[src/rtl/uart_rx_ctrl.sv]
// UART receive frame sequencer: counts oversample edges and bit positions, drives the
// sampler/deserializer/checker enables and folds checker results into a frame-good strobe.
module uart_rx_ctrl #(
    parameter int unsigned DATA_WIDTH = 8
) (
    input  logic       clk,
    input  logic       rst,
    input  logic       RX_IN,
    input  logic       PAR_EN,
    input  logic [5:0] Prescale,
    input  logic       par_err,
    input  logic       strt_glitch,
    input  logic       stp_err,
    output logic [4:0] edge_count,
    output logic [3:0] bit_count,
    output logic       dat_samp_en,
    output logic       strt_chk_en,
    output logic       par_chk_en,
    output logic       stp_chk_en,
    output logic       deser_en,
    output logic       data_valid,
    output logic       busy
);

    localparam logic [3:0] LastBit = 4'(DATA_WIDTH - 1);

    typedef enum logic [2:0] {
        StIdle,
        StStart,
        StData,
        StParity,
        StStop,
        StDone
    } state_e;

    state_e     state_q, state_d;
    logic [4:0] edge_count_q, edge_count_d;
    logic [3:0] bit_count_q, bit_count_d;
    logic [5:0] p_q;
    logic       start_frame;
    logic       bit_end;
    logic [4:0] edge_next;
    logic       data_valid_d;
    logic [5:0] half_pt;
    logic [5:0] deser_pt;

    logic dat_samp_en_q, strt_chk_en_q, par_chk_en_q, stp_chk_en_q;
    logic deser_en_q, data_valid_q, busy_q;

    assign bit_end   = ({1'b0, edge_count_q} == (p_q - 6'd1));
    assign edge_next = bit_end ? 5'd0 : edge_count_q + 5'd1;

    // Shift strobe lands two edges after the mid-bit sample; for the smallest prescales that
    // point falls past the bit, so it is pulled back to the last edge to keep one per bit.
    assign half_pt  = {1'b0, p_q[5:1]} + 6'd3;
    assign deser_pt = (half_pt > (p_q - 6'd1)) ? (p_q - 6'd1) : half_pt;

    always_comb begin
        state_d      = state_q;
        edge_count_d = 5'd0;
        bit_count_d  = 4'd0;
        start_frame  = 1'b0;
        data_valid_d = 1'b0;
        case (state_q)
            StIdle: begin
                if (!RX_IN) begin
                    state_d     = StStart;
                    start_frame = 1'b1;
                end
            end
            StStart: begin
                edge_count_d = edge_next;
                if (bit_end) begin
                    state_d = strt_glitch ? StIdle : StData;
                end
            end
            StData: begin
                edge_count_d = edge_next;
                bit_count_d  = bit_count_q;
                if (bit_end) begin
                    if (bit_count_q == LastBit) begin
                        state_d     = PAR_EN ? StParity : StStop;
                        bit_count_d = 4'd0;
                    end else begin
                        bit_count_d = bit_count_q + 4'd1;
                    end
                end
            end
            StParity: begin
                edge_count_d = edge_next;
                if (bit_end) begin
                    state_d = StStop;
                end
            end
            StStop: begin
                edge_count_d = edge_next;
                if (bit_end) begin
                    state_d = StDone;
                end
            end
            StDone: begin
                data_valid_d = !stp_err && !(PAR_EN && par_err);
                if (!RX_IN) begin
                    state_d     = StStart;
                    start_frame = 1'b1;
                end else begin
                    state_d = StIdle;
                end
            end
            default: state_d = StIdle;
        endcase
    end

    // Outputs are loaded from next-state so they line up with the state they describe.
    always_ff @(posedge clk) begin
        if (!rst) begin
            state_q       <= StIdle;
            edge_count_q  <= 5'd0;
            bit_count_q   <= 4'd0;
            p_q           <= 6'd0;
            dat_samp_en_q <= 1'b0;
            strt_chk_en_q <= 1'b0;
            par_chk_en_q  <= 1'b0;
            stp_chk_en_q  <= 1'b0;
            deser_en_q    <= 1'b0;
            data_valid_q  <= 1'b0;
            busy_q        <= 1'b0;
        end else begin
            state_q       <= state_d;
            edge_count_q  <= edge_count_d;
            bit_count_q   <= bit_count_d;
            if (start_frame) begin
                p_q <= Prescale;
            end
            dat_samp_en_q <= (state_d != StIdle);
            strt_chk_en_q <= (state_d == StStart);
            par_chk_en_q  <= (state_d == StParity);
            stp_chk_en_q  <= (state_d == StStop);
            deser_en_q    <= (state_d == StData) && ({1'b0, edge_count_d} == deser_pt);
            data_valid_q  <= data_valid_d;
            busy_q        <= (state_d != StIdle);
        end
    end

    assign edge_count  = edge_count_q;
    assign bit_count   = bit_count_q;
    assign dat_samp_en = dat_samp_en_q;
    assign strt_chk_en = strt_chk_en_q;
    assign par_chk_en  = par_chk_en_q;
    assign stp_chk_en  = stp_chk_en_q;
    assign deser_en    = deser_en_q;
    assign data_valid  = data_valid_q;
    assign busy        = busy_q;

endmodule

[config.mk]
export PLATFORM = sky130hd
export DESIGN_NAME = uart_rx_ctrl
export DESIGN_NICKNAME = d
export VERILOG_FILES = /design/src/rtl/uart_rx_ctrl.sv
export SDC_FILE = /design/constraint.sdc
export NUM_CORES = 1
export LEC_CHECK = 0
export CORE_MARGIN = 2
export CORE_UTILIZATION = 48
export CTS_CLUSTER_DIAMETER = 80
export DETAILED_ROUTE_END_ITERATION = 16
export PLACE_DENSITY_LB_ADDON = 0.1
export SLEW_MARGIN = 20
export SYNTH_ARGS = -nofsm -noshare
export SYNTH_HDL_FRONTEND = slang
export SYNTH_SLANG_ARGS = --single-unit
[constraint.sdc]
create_clock -name clk -period 2.9 [get_ports clk]
set_input_delay 0.29 -clock clk [delete_from_list [all_inputs] [get_ports clk]]
set_output_delay 0.29 -clock clk [all_outputs]
set_load 0.02 [all_outputs]
==> metrics.cfg <==
[status]
status = complete, but fails checks
failed_checks = negative setup slack

[pwr]
p_seq_share_pct = 37.9
p_clk_share_pct = 23.3
power_uw = 932
peakVddDrop_mv = 0.232
cellInternalPower_uw = 639
total_leakage_power_nw = 1.02
p_switching_uw = 293
p_per_area_nw_per_um2 = 395
switching_share_pct = 31.4
share_comb_of_total_power_pct = 38.7

[hold_path]
hold_depth = 2
hold_start = stp_err
min_to = data_valid$_SDFF_PN0_
hold_path_class = in2reg

[placement]
post_dp_cell_area_sq_um = 2170
place_congestion = 0.934
dp_hpwl_mm = 2.99
numPortBuffers = 28
place_inst = 278
dp_worst_setup_slack_ps = -80.9

[sta]
setup_viol = 1
fin_skew_ps = 5.44
tns_ps = -41.0
rsz0062_at_grt = true
hold_viol_final = 0
max_freq_mhz = 340
tightest_slew_ps = 510
setup_slack_ps = -41.0
min_period_ps = 2940
slew_viol_final = 0
timing.final.crit_share_pct = 101
finalHoldWorstSlack_ps = 486
slew_headroom_pct = 65.9

[final_layout]
final_design_area_no_fill_sq_um = 2360
nets = 270
n_fill_cell = 274
most-common-layout-cells = 28 x clkdlybuf4s50_1, 22 x dfxtp_1, 19 x buf_4
instances_no_fill = 290
fin_util_pct = 69.0
antenna_cells = 0
drive_above_1_share_pct = 22.5
syn_to_final_growth_pct = 35.0
mostFrequentLayoutCell = clkdlybuf4s50_1

[grt]
grt_pass1_wl_mm = 6.49
grt_max_degree = 16
antenna_found_initial = 0
grt_use_total_pct = 20.4
grt_pass1_vias = 1417
grt_overflow = 0

[logic_synthesis]
async_flop_share_pct = 0
synth_edf_count = 0
syn_area_sq_um = 1750
ys_seq_area_share_pct = 27.5
syn_avg_cell_area_sq_um = 8.69
synthCells = 201
yosysWarnings = 0
synthFlopType = dfxtp_1
synth_fp_nets = 226
synth.top_cell.area_share_pct = 27.5
synth.distinct_cells = 55
synth_area_leaders = dfxtp_1 28%, ha_1 8.6%, mux2i_1 7.4%
synth_top_cell_by_area = dfxtp_1
synth_seq_cells = 24

[routing]
route.met3.wl_um = 166
first_pass_iters = 4
wl_met2_mm = 1.84
vias_per_cell = 5.26
wl_mm = 3.95
drt.antenna.violating_nets = 0
wl_per_cell_um = 13.6
wl_met1_mm = 1.84
vias = 1524
top_layer = met4
drt_iter0_drc = 68
post-route-drc-count = 0

[setup_path]
cpPeakStageDelay_ps = 390
crit_arrival_ps = 3230
path_class = reg2reg
path_max_fanout = 5
regToRegStartpoint = p_q[1]$_SDFFE_PN0P_
worst-r2r-cell-count = 13
path_cells = inv_6 > ha_4 > a21boi_4 > nand2_2 > xor2_2 > ha_1 > and4_4 > a221oi_2 > a22o_2 > mux2i_2 > or3b_1 > o211ai_2 > and4b_1
crit_path_start = p_q[1]$_SDFFE_PN0P_
slowest_stage = dfxtp_4
r2r_end = deser_en$_SDFF_PN0_
reg2reg_setup_slack_ps = -40
cp_data_required_time_ps = 3190
cp-start-kind = flop
end_kind = flop

[clock_network]
clk-insertion-delay-late_ps = 330
clock-sinks = 24
cts-buffers-inserted = 3
cts_tree = done
cts_root_buf = clkbuf_4
path_clk_slew_ps = 140
htreeDepth = 1
clk_path_buf_depth = 2

[job]
max_cap_viol_count = 0

[die]
die_h_um = 64.3
die_area_sq_um = 4140
die_w_um = 64.3
num_io_pins = 29
start_util_pct = 51.1
rows = 21
core_sq_um = 3420

==> flip-flops by register name, indices dropped and copies added (netlist names) <==
name / count
data_valid: 1
busy: 1
par_chk_en: 1
p_q: 6
edge_count: 5
strt_chk_en: 1
bit_count: 4
state_q: 3
deser_en: 1
stp_chk_en: 1
==> power by group through the flow <==
stage                     sequential, mW  clock, mW  combinational, mW
after CTS                          0.353      0.225              0.330
after global routing               0.355      0.241              0.392
after global placement             0.360          0              0.297
final                              0.353      0.218              0.361
after detailed placement           0.360          0              0.305
after floorplan                    0.361          0              0.217
==> critical path: cells and delay by family (launching register included) <==
kind                     cells  cell delay [ps]
multiplexers                 1              230
adder cells (fa/ha/maj)      2              450
XOR/XNOR                     1              160
AND/OR/NAND/NOR              4              840
flip-flops                   1              390
buffers and inverters        1               80
AO/OA/AOI/OAI                4              750
==> area by class of cell <==
type                    count  area (sq um)  area share (%)
repair buffers             48           434            18.4
multi-input cells         155          1270            54.0
well taps                  46          57.6            2.44
clock buffers               4          47.5            2.02
flip-flops and latches     24           488            20.7
inverters                  13          56.3            2.39
==> timing repair <==
action | in CTS | in global routing
gates resized for setup | 3 | 12
setup buffers | 6 | 2
endpoints found under the setup margin | 1 | 1
pin swaps | 7 | 6
hold buffers | 0 | 0
==> cells in the mapped netlist, types with 2 or more instances <==
| master | n |
|---|---|
| dfxtp_1 | 24 |
| nand2_1 | 15 |
| nor2_1 | 15 |
| inv_1 | 13 |
| mux2i_1 | 13 |
| ha_1 | 12 |
| nor2b_1 | 10 |
| xor2_1 | 8 |
| nand3_1 | 7 |
| xnor2_1 | 7 |
| and3_1 | 6 |
| buf_2 | 6 |
| o21ai_0 | 5 |
| a21oi_1 | 4 |
| and2_1 | 4 |
| nor3_1 | 4 |
| a21o_1 | 3 |
| nand4_1 | 3 |
| nor4_1 | 3 |
| a211oi_1 | 2 |
| a31oi_1 | 2 |
| or3_1 | 2 |
==> worst max-delay path by stage <==
stage                                to  slack, ps  depth (start not counted)
finish              deser_en$_SDFF_PN0_        -40                         13
global route        deser_en$_SDFF_PN0_       -200                         13
CTS                 deser_en$_SDFF_PN0_        -30                         13
detailed placement  deser_en$_SDFF_PN0_        -80                         12
global placement    deser_en$_SDFF_PN0_        -50                         12
floorplan           deser_en$_SDFF_PN0_         20                         14
==> routing by layer <==
| metal | GRT usage [%] | vias up |
|---|---|---|
| li1 | - | 789 |
| met1 | 25.8 | 688 |
| met2 | 33.2 | 39 |
| met3 | 3.35 | 8 |
| met4 | 10.4 | 0 |
| met5 | 0 | - |
==> kinds of logic after synthesis <==
group | Yosys count | share of synthesized area, %
adders and majority gates | 12 | 8.60
xor gates and xnor gates | 17 | 9.74
DFF | 24 | 27.5
and+or+nand+nor | 84 | 27.9
muxes | 14 | 8.09
AOI/OAI and AO/OA | 28 | 12.4
buffers and inverters | 22 | 5.80
Note: power is estimated with default switching activity, not from simulation.
==> RTL change, RTL diff (same flow settings) <==
The output `stp_chk_en` loses its register stage (`stp_chk_en_q` becomes a continuous assignment).
--- a/src/rtl/uart_rx_ctrl.sv
+++ b/src/rtl/uart_rx_ctrl.sv
@@ -122,5 +122,4 @@
             strt_chk_en_q <= 1'b0;
             par_chk_en_q  <= 1'b0;
-            stp_chk_en_q  <= 1'b0;
             deser_en_q    <= 1'b0;
             data_valid_q  <= 1'b0;
@@ -136,5 +135,4 @@
             strt_chk_en_q <= (state_d == StStart);
             par_chk_en_q  <= (state_d == StParity);
-            stp_chk_en_q  <= (state_d == StStop);
             deser_en_q    <= (state_d == StData) && ({1'b0, edge_count_d} == deser_pt);
             data_valid_q  <= data_valid_d;
@@ -142,4 +140,6 @@
         end
     end
+
+    assign stp_chk_en_q = (state_d == StStop);
 
     assign edge_count  = edge_count_q;
Function: changed (a bounded check fails within 10 cycles, from zero or initial values and one cycle with rst low).
==> RTL change against the original RTL <==
The run still ends with setup timing left; worst setup slack worse by 0.23 ns; count of clock-buffer cells in the layout did not move; via count rose by 2.3%; cell area shrank 4.3%; sequential cell count shrank 1; utilization is 4.9 points higher; cell count down 2.1%; wire length is 6.9% higher; power down 11%; area after synthesis fell by 11%; maximum frequency shrank 7.1%; largest cell class unchanged; largest power group unchanged.
==> RTL change: results (changes against the original RTL) <==
| Metric | Value |
|---|---|
| Slew @ Worst Pin | `0.4282 ns (was 0.5103 ns)` |
| Placed cell count | `274 (was 278)` |
| Total Wirelength | `4228 µm (was 3954 µm)` |
| Number of non-clock buffers | `62 (was 48)` |
| Post-synth top cells | `nor2_1, dfxtp_1, ha_1, mux2i_1, xor2_1 (was dfxtp_1, nand2_1, nor2_1, inv_1, mux2i_1)` |
| CTS Sinks | `23 (was 24)` |
| Synth area leaders | `dfxtp_1, ha_1, mux2i_1 (unchanged)` |
| Setup TNS | `-0.2670 ns (was -0.04097 ns)` |
| Final-layout clock-cell area share | `1.165% (was 2.017%)` |
| Fin Hold WS | `0.5177 ns (was 0.4860 ns)` |
| Largest net degree at the start of global routing | `13 (was 16)` |
| DP Worst Slack | `-0.2267 ns (was -0.08092 ns)` |
| Cell area after placement | `2083 µm² (was 2175 µm²)` |
| Global-route wire length before repair | `6389 µm (was 6492 µm)` |
| Final Wtd Congestion | `0.8658 (was 0.9338)` |
| Crit path max fanout | `4 (was 5)` |
| Status | `finished, violations left (unchanged)` |
| Met1 usage | `26.88% (was 25.81%)` |
| Post-DR vias/cell | `5.489 (was 5.255)` |
| CTS max path bufs | `2 (unchanged)` |
| Grt met3 use | `4.691% (was 3.345%)` |
| Clock skew | `0.005228 ns (was 0.005437 ns)` |
| Syn Nets | `205 (was 226)` |
| Adder-cell share of the synthesized area | `9.693% (was 8.596%)` |
| Met1 wire length | `1769 µm (was 1835 µm)` |
| Hold crit path type | `reg -> reg (was in -> reg)` |
| Share of layout cells above drive strength 1 | `27.08% (was 22.54%)` |
| Final setup fails | `1 (unchanged)` |
| Synth Area in Compound Gates | `11.87% (was 12.39%)` |
| DP HPWL | `3100 µm (was 2987 µm)` |
| Pleak | `0.9436 nW (was 1.017 nW)` |
| Sequential power share | `40.3% (was 37.9%)` |
| Failing checks | `setup timing (unchanged)` |
| Synth Area in XOR/XNOR | `11.23% (was 9.742%)` |
| Detailed Route Iter0 Violations | `91 (was 68)` |
| Clk pwr share | `18.0% (was 23.3%)` |
| Buffering overhead | `23.85% (was 18.42%)` |
| Fillcell total | `237 (was 274)` |
| Cells after synthesis | `180 (was 201)` |
| Cell variety after synth | `46 (was 55)` |
| Met2 Use GR | `42.09% (was 33.20%)` |
| Vias in the first global route | `1473 (was 1417)` |
| WHS Endpoint | `bit_count[3] (was data_valid)` |
| Mux cell area share after synthesis | `9.208% (was 8.095%)` |
| Core area | `3053 µm² (was 3416 µm²)` |
| Peak VDD IR | `0.3304 mV (was 0.2319 mV)` |
| Sequential area share after synthesis | `29.73% (was 27.51%)` |
| Critical path arrival | `3.43 ns (was 3.23 ns)` |
| Worst skew pair latency | `0.31 ns (was 0.33 ns)` |
| Final Power | `0.0008339 W (was 0.0009319 W)` |
| Met3 wire len | `217 µm (was 166 µm)` |
| P_sw | `0.0002677 W (was 0.0002926 W)` |
| Routed vias | `1559 (was 1524)` |
| Hold_sp | `bit_count[3] (was stp_err)` |
| Post-route setup slack | `-0.2670 ns (was -0.04097 ns)` |
[RTL change: cell types whose count changed after synthesis, moves of 4 or more]
cell / change
and2_1: -4
and3_1: -4
buf_2: -5
nand2_1: -7
nor2_1: +12
nor2b_1: -10
[RTL change: what timing repair did]
item | 4_1_cts | 5_1_grt
pin swaps | 4 | 10
setup endpoints to repair | 2 | 2
hold endpoints to repair | 0 | 0
setup buffers | 2 | 4
gates resized for setup | 14 | 10
[RTL change: worst max-delay path, cell delays in order, from the launching register on]
cell	delay, ns
dfxtp_2	0.36
inv_4	0.08
ha_4	0.14
or3b_4	0.39
xor2_2	0.16
ha_1	0.32
and4_4	0.24
a21oi_2	0.06
a22oi_2	0.31
buf_6	0.17
mux2i_4	0.25
nand4b_1	0.13
o31a_1	0.14
o22ai_1	0.16
and4_1	0.20
